===== config.mk =====
export PLATFORM = sky130hd
export DESIGN_NAME = startup_sequencer_flat
export DESIGN_NICKNAME = d
export VERILOG_FILES = /design/src/rtl/startup_sequencer_if.sv /design/src/rtl/startup_sequencer.sv /design/src/flat_wrapper.sv
export SDC_FILE = /design/constraint.sdc
export NUM_CORES = 1
export LEC_CHECK = 0
export CAP_MARGIN = 10
export CORE_MARGIN = 2
export CORE_UTILIZATION = 25
export DETAILED_ROUTE_END_ITERATION = 6
export GPL_TIMING_DRIVEN = 0
export PLACE_DENSITY_LB_ADDON = 0.25
export SYNTH_ARGS = -nofsm -noshare
export SYNTH_HDL_FRONTEND = slang
export SYNTH_SLANG_ARGS = --single-unit

===== constraint.sdc =====
create_clock -name clk -period 4.65 [get_ports clk]
set_clock_uncertainty 0.05 [all_clocks]
set_input_delay 0.465 -clock clk [delete_from_list [all_inputs] [get_ports clk]]
set_output_delay 0.465 -clock clk [all_outputs]
set_load 0.01 [all_outputs]

===== src/rtl/startup_sequencer_if.sv =====
// Checker-side handshake: configuration word out, pass/fail/false verdicts back.
interface startup_sequencer_if #(
  parameter int unsigned DATA_W = 56
);
  logic              valid_a;
  logic [DATA_W-1:0] data_a;
  logic              i_pass;
  logic              i_fail;
  logic              i_false;

  modport master (output valid_a, data_a, input i_pass, i_fail, i_false);
  modport slave  (input valid_a, data_a, output i_pass, i_fail, i_false);
endinterface


===== src/rtl/startup_sequencer.sv =====
// Startup sequencer: walks a table of configuration words, one checker
// verdict per attempt, bounded retries per stage, then DONE or FAIL.
module startup_sequencer #(
  parameter int unsigned DATA_W       = 56,
  parameter int unsigned NUM_STAGES   = 3,
  parameter int unsigned MAX_RETRY    = 2,
  parameter int unsigned ISSUE_CYCLES = 2,
  parameter int unsigned TIMEOUT      = 15,
  parameter logic [NUM_STAGES-1:0] RAM_MASK = '0,
  localparam int unsigned STAGE_W = (NUM_STAGES > 1) ? $clog2(NUM_STAGES) : 1
) (
  input  logic                         clk,
  input  logic                         rst_n,
  input  logic                         enable,
  input  logic                         abort,
  input  logic [NUM_STAGES*DATA_W-1:0] cfg_table,
  startup_sequencer_if.master          chk_bus,
  output logic                         bsg_enable,
  output logic                         select_signal,
  output logic                         ram_fail,
  output logic                         startup_done,
  output logic                         seq_fail,
  output logic [STAGE_W-1:0]           fail_stage,
  output logic [2:0]                   retry_cnt
);

  localparam int unsigned TMR_W = $clog2(TIMEOUT + 2);
  localparam logic [3:0]         ISSUE_LAST = 4'(ISSUE_CYCLES - 1);
  localparam logic [STAGE_W-1:0] STAGE_LAST = STAGE_W'(NUM_STAGES - 1);
  localparam logic [TMR_W-1:0]   TMR_LAST   = TMR_W'(TIMEOUT - 1);
  localparam logic [2:0]         RETRY_MAX  = 3'(MAX_RETRY);

  typedef enum logic [2:0] {S_IDLE, S_ISSUE, S_WAIT, S_DONE, S_FAIL} state_e;

  state_e             state_q, state_d;
  logic [STAGE_W-1:0] stage_q, stage_d;
  logic [2:0]         retry_q, retry_d;
  logic [3:0]         icnt_q, icnt_d;
  logic [TMR_W-1:0]   timer_q, timer_d;
  logic [STAGE_W-1:0] fstage_d;
  logic               ram_fail_d;
  logic               attempt_fail;
  logic               timeout_hit;
  logic               valid_d, bsg_d, select_d;
  logic [DATA_W-1:0]  data_d;
  logic [DATA_W-1:0]  words [NUM_STAGES];

  // Unpack the flat table into one word per stage.
  for (genvar g = 0; g < NUM_STAGES; g++) begin : g_words
    assign words[g] = cfg_table[g*DATA_W +: DATA_W];
  end

  assign timeout_hit = (TIMEOUT != 0) && (timer_q == TMR_LAST);

  // Next-state, counter and next-output logic.
  always_comb begin
    state_d      = state_q;
    stage_d      = stage_q;
    retry_d      = retry_q;
    icnt_d       = icnt_q;
    timer_d      = timer_q;
    fstage_d     = '0;
    ram_fail_d   = 1'b0;
    attempt_fail = 1'b0;

    case (state_q)
      S_IDLE: begin
        if (enable) begin
          state_d = S_ISSUE;
          stage_d = '0;
          retry_d = '0;
          icnt_d  = '0;
        end
      end
      S_ISSUE: begin
        if (abort) begin
          state_d  = S_FAIL;
          fstage_d = stage_q;
        end else if (icnt_q == ISSUE_LAST) begin
          state_d = S_WAIT;
          timer_d = '0;
        end else begin
          icnt_d = icnt_q + 4'd1;
        end
      end
      S_WAIT: begin
        if (abort) begin
          state_d  = S_FAIL;
          fstage_d = stage_q;
        end else if (chk_bus.i_fail || chk_bus.i_false) begin
          attempt_fail = 1'b1;
        end else if (chk_bus.i_pass) begin
          retry_d = '0;
          icnt_d  = '0;
          if (stage_q == STAGE_LAST) begin
            state_d = S_DONE;
          end else begin
            stage_d = stage_q + 1'b1;
            state_d = S_ISSUE;
          end
        end else if (timeout_hit) begin
          attempt_fail = 1'b1;
        end else if (timer_q != '1) begin
          timer_d = timer_q + 1'b1;
        end

        if (attempt_fail) begin
          retry_d    = retry_q + 3'd1;
          ram_fail_d = RAM_MASK[stage_q];
          if (retry_d == RETRY_MAX) begin
            state_d  = S_FAIL;
            fstage_d = stage_q;
          end else begin
            state_d = S_ISSUE;
            icnt_d  = '0;
          end
        end
      end
      S_DONE: begin
        if (enable) begin
          state_d = S_IDLE;
          stage_d = '0;
        end
      end
      S_FAIL: begin
        if (enable) begin
          state_d = S_IDLE;
          stage_d = '0;
          retry_d = '0;
        end else begin
          fstage_d = fail_stage;
        end
      end
      default: state_d = S_IDLE;
    endcase

    valid_d  = (state_d == S_ISSUE) && !RAM_MASK[stage_d];
    bsg_d    = (state_d == S_ISSUE) && RAM_MASK[stage_d];
    select_d = ((state_d == S_ISSUE) || (state_d == S_WAIT)) && RAM_MASK[stage_d];
    data_d   = '0;
    if (state_d == S_ISSUE) begin
      data_d = words[stage_d];
    end else if (state_d == S_WAIT) begin
      data_d = chk_bus.data_a;
    end
  end

  // State, counters and registered outputs.
  always_ff @(posedge clk or negedge rst_n) begin
    if (!rst_n) begin
      state_q         <= S_IDLE;
      stage_q         <= '0;
      retry_q         <= '0;
      icnt_q          <= '0;
      timer_q         <= '0;
      chk_bus.valid_a <= 1'b0;
      chk_bus.data_a  <= '0;
      bsg_enable      <= 1'b0;
      select_signal   <= 1'b0;
      ram_fail        <= 1'b0;
      startup_done    <= 1'b0;
      seq_fail        <= 1'b0;
      fail_stage      <= '0;
      retry_cnt       <= '0;
    end else begin
      state_q         <= state_d;
      stage_q         <= stage_d;
      retry_q         <= retry_d;
      icnt_q          <= icnt_d;
      timer_q         <= timer_d;
      chk_bus.valid_a <= valid_d;
      chk_bus.data_a  <= data_d;
      bsg_enable      <= bsg_d;
      select_signal   <= select_d;
      ram_fail        <= ram_fail_d;
      startup_done    <= (state_d == S_DONE);
      seq_fail        <= (state_d == S_FAIL);
      fail_stage      <= fstage_d;
      retry_cnt       <= retry_d;
    end
  end

endmodule


===== src/flat_wrapper.sv =====
// flat-port wrapper written by rule: the top's interface ports become plain ports
module startup_sequencer_flat 
#(
  parameter int unsigned DATA_W       = 56,
  parameter int unsigned NUM_STAGES   = 3,
  parameter int unsigned MAX_RETRY    = 2,
  parameter int unsigned ISSUE_CYCLES = 2,
  parameter int unsigned TIMEOUT      = 15,
  parameter logic [NUM_STAGES-1:0] RAM_MASK = '0,
  localparam int unsigned STAGE_W = (NUM_STAGES > 1) ? $clog2(NUM_STAGES) : 1
)
  (clk, rst_n, enable, abort, cfg_table, bsg_enable, select_signal, ram_fail, startup_done, seq_fail, fail_stage, retry_cnt, chk_bus_valid_a, chk_bus_data_a, chk_bus_i_pass, chk_bus_i_fail, chk_bus_i_false);
  startup_sequencer_if #(.DATA_W(DATA_W)) chk_bus_i ();
  input  logic clk;
  input  logic rst_n;
  input  logic enable;
  input  logic abort;
  input  logic [NUM_STAGES*DATA_W-1:0] cfg_table;
  output logic bsg_enable;
  output logic select_signal;
  output logic ram_fail;
  output logic startup_done;
  output logic seq_fail;
  output logic [STAGE_W-1:0] fail_stage;
  output logic [2:0] retry_cnt;
  output wire logic [$bits(chk_bus_i.valid_a)-1:0] chk_bus_valid_a;
  output wire logic [$bits(chk_bus_i.data_a)-1:0] chk_bus_data_a;
  input wire logic [$bits(chk_bus_i.i_pass)-1:0] chk_bus_i_pass;
  input wire logic [$bits(chk_bus_i.i_fail)-1:0] chk_bus_i_fail;
  input wire logic [$bits(chk_bus_i.i_false)-1:0] chk_bus_i_false;
  assign chk_bus_valid_a = chk_bus_i.valid_a;
  assign chk_bus_data_a = chk_bus_i.data_a;
  assign chk_bus_i.i_pass = chk_bus_i_pass;
  assign chk_bus_i.i_fail = chk_bus_i_fail;
  assign chk_bus_i.i_false = chk_bus_i_false;
  startup_sequencer #(.DATA_W(DATA_W), .NUM_STAGES(NUM_STAGES), .MAX_RETRY(MAX_RETRY), .ISSUE_CYCLES(ISSUE_CYCLES), .TIMEOUT(TIMEOUT), .RAM_MASK(RAM_MASK)) u_core (.clk(clk), .rst_n(rst_n), .enable(enable), .abort(abort), .cfg_table(cfg_table), .chk_bus(chk_bus_i), .bsg_enable(bsg_enable), .select_signal(select_signal), .ram_fail(ram_fail), .startup_done(startup_done), .seq_fail(seq_fail), .fail_stage(fail_stage), .retry_cnt(retry_cnt));
endmodule

==> results.tsv <==
metric	value	unit
status	complete, no violations	
critical path, cell by cell	inv_1 > ha_1 > nor3b_1 > nand3b_1 > and3_1 > inv_2 > buf_2 > buf_2 > nand3_1 > o221ai_1	
setup violators final	0	
initial cell density of the core	0.2571	
DP HPWL	12.35	mm
Inst Count DP	929	
Synth cell types	54	
post-cts sizing count	0	
H-tree depth	3	
largest family of logic cells by synthesized area	compound AO/OA/AOI/OAI gates	
commonest non-fill, non-tap cells in the layout	236 x clkdlybuf4s50_1, 78 x dfrtp_1, 65 x inv_1, 60 x mux2i_1, 59 x nand3_1	
Register Area	1952	um^2
DR iter-0 viols	207	
Setup crit end	u_core.chk_bus.data_a[13]	
worst setup path startpoint	u_core.icnt_q[1]	
clk buf depth	2	
yosys synthesis warning count	0	
core box area	18150	um^2
syn avg cell area	10.14	um^2
Synth async-reset ratio	1.000	
complex-gate fraction of the synthesized area	0.1743	
mux share of post-synthesis cell area	0.1287	
CP dominant cell by count	buf_2	
DRT Pass-1 Iters	4	
Clock Sink Count	78	
Mapped Area	4666	um^2
Worst setup EP type	register	
Setup TNS Final	0	ns
Die Span Y	140.6	um
delay of the slowest critical-path stage	0.55	ns
Final Hold Vio Count	0	
DRT Wirelength	15.66	mm
Worst path slowest cell	nor3b_1	
P per Cell Area	423.0	nW/um^2
xor-xnor portion of the synthesized cell area	0.005632	
#FFs+latches synth	78	
clock root buffer	clkbuf_16	
Final GP Congestion	0.7994	
Syn Inst Count	460	
TritonCTS clock tree	done	
Layout area overhead	64.63	%
Leakage Power	3.619	nW
n_diodes	0	
Peak Freq	0.3572	GHz
Max-cap violations	0	
Peak VDD IR	0.1704	mV
vias	4535	
total design power	0.003249	W
Post-synth top flop	dfrtp_1	
setup bufs post-CTS	0	
CTS Buf Count	9	
Clock Latency Late Sink	0.35	ns
GRT overflow	0	
post-synthesis adder-cell area fraction	0.02414	
most common cell after layout, fill and taps aside	clkdlybuf4s50_1	
multi-input logic area	2227	um^2
Final Hold Slack	0.03596	ns
critical path launch point type	register	
Slew headroom	0.5645	
Synth Area in Simple Gates	0.1421	
WL/cell	16.57	um
Total Routing Usage GR	0.1563	
Routed Antenna Nets	0	
Worst Path Arrival	3.00	ns
CTS Hold Buffers Added	0	
FF-to-FF End	u_core.chk_bus.data_a[13]	
kind of critical path	reg2reg	
Final Cycle Share	0.6020	
flop2flop setup slack	1.85	ns
row cnt	49	
die area	19770	um^2
# DRC	0	
share of layout cells above drive strength 1	0.08799	
I/O Pins	242	
PortBufs	237	
first-pass GRT wire length	24.47	mm
vias per cell	4.799	
RSZ-0062 raised after global routing	false	
Hold WC Path Type	in2async	
worst reg2reg path depth	10	
fin. max-slew vios	0	
fin cells	945	
initial antenna violation count	0	
Seq/Total Area, Yosys	0.4183	
largest net degree at the start of global routing	43	
vias in the first global route	4677	
Clock Pin Slew Worst Setup and Hold Paths	0.06	ns
Period minus WS final	2.799	ns
worst-path fanout max	10	
Fillers	1795	
final net count	895	
worst-margin pin slew	0.6518	ns
number of flops mapped to enable cells by yosys	0	
Die X	140.6	um
Reg-to-Reg Start	u_core.icnt_q[1]	
CP required	4.85	ns
state kept, by name (all words and copies together) (netlist names), 2 cells and up:
register / flops
u_core.retry_cnt: 3
u_core.state_q: 3
u_core.chk_bus.data_a: 56
u_core.icnt_q: 4
u_core.timer_q: 5
u_core.stage_q: 2
u_core.fail_stage: 2
per-layer routing:
layer / wire (um) / GRT usage / vias to the layer above
met3: 1293 / 0.05537 / 16
li1: - / - / 2186
met2: 7642 / 0.2683 / 171
met5: 0 / 0 / -
met1: 6469 / 0.1863 / 2162
met4: 254 / 0.04158 / 0
cell families after synthesis:
group / count (synthesis)
other: 1
XOR/XNOR: 3
AO/OA/AOI/OAI: 93
adder cells (fa/ha/maj): 9
flip-flops: 78
multiplexers: 60
buffers and inverters: 104
AND/OR/NAND/NOR: 112
metrics by stage:
step	cell area [um^2]	setup slack, ns	utilization
floorplan	4673	2.455	-
global placement	7332	0.1845	0.4040
detailed placement	7350	1.572	0.4050
CTS	7681	1.827	0.4233
global route	7681	1.627	0.4233
finish	7681	1.851	0.4233
where the power goes:
| part | internal [W] | switching, W |
|---|---|---|
| Combinational | 0.000732 | 0.000699 |
| Sequential | 0.000891 | 0.000134 |
| Clock | 0.000489 | 0.000305 |
worst max-delay path: cells and delay by family (launching register included):
family	cells	cell delay (ns)
simple gates	4	1.27
fa+ha+maj	1	0.14
flops	1	0.39
buf+inv	4	0.75
compound gates	1	0.10
cells in the mapped netlist, drive strengths merged (3+ instances only):
cell	n	share of area
nand2b	6	0.0080
or2	3	0.0040
nor2	9	0.0072
nand2	7	0.0056
o21ai	8	0.0086
a21oi	3	0.0032
mux2i	60	0.13
o221ai	56	0.12
o211ai	3	0.0048
nor4bb	4	0.0086
and2	3	0.0040
a22o	3	0.0056
nor3b	4	0.0075
dfrtp	78	0.42
or3b	3	0.0056
buf	30	0.046
nor4b	3	0.012
a31oi	3	0.0040
nand3	59	0.063
ha	9	0.024
clkbuf	8	0.0064
inv	66	0.053
a211o	3	0.0056
layout make-up:
type | count | area share
timing repair buffer | 238 | 0.3111
multi-input combinational | 280 | 0.2899
sequential | 78 | 0.2541
tap | 229 | 0.03730
inverter | 66 | 0.03225
buffer | 38 | 0.03209
clock buffer | 10 | 0.03111
clock inverter | 6 | 0.01205
worst min-delay path by stage:
stage / endpoint / slack, ns / depth (start not counted)
after floorplan: u_core.chk_bus.data_a[0] / 0.12 / 0
after global placement: u_core.icnt_q[3] / 0.42 / 1
after detailed placement: u_core.timer_q[2] / 0.43 / 1
after CTS: u_core.timer_q[2] / 0.06 / 1
after global routing: u_core.timer_q[2] / 0.07 / 1
final: u_core.timer_q[2] / 0.04 / 1
(Power assumes the default switching activity.)
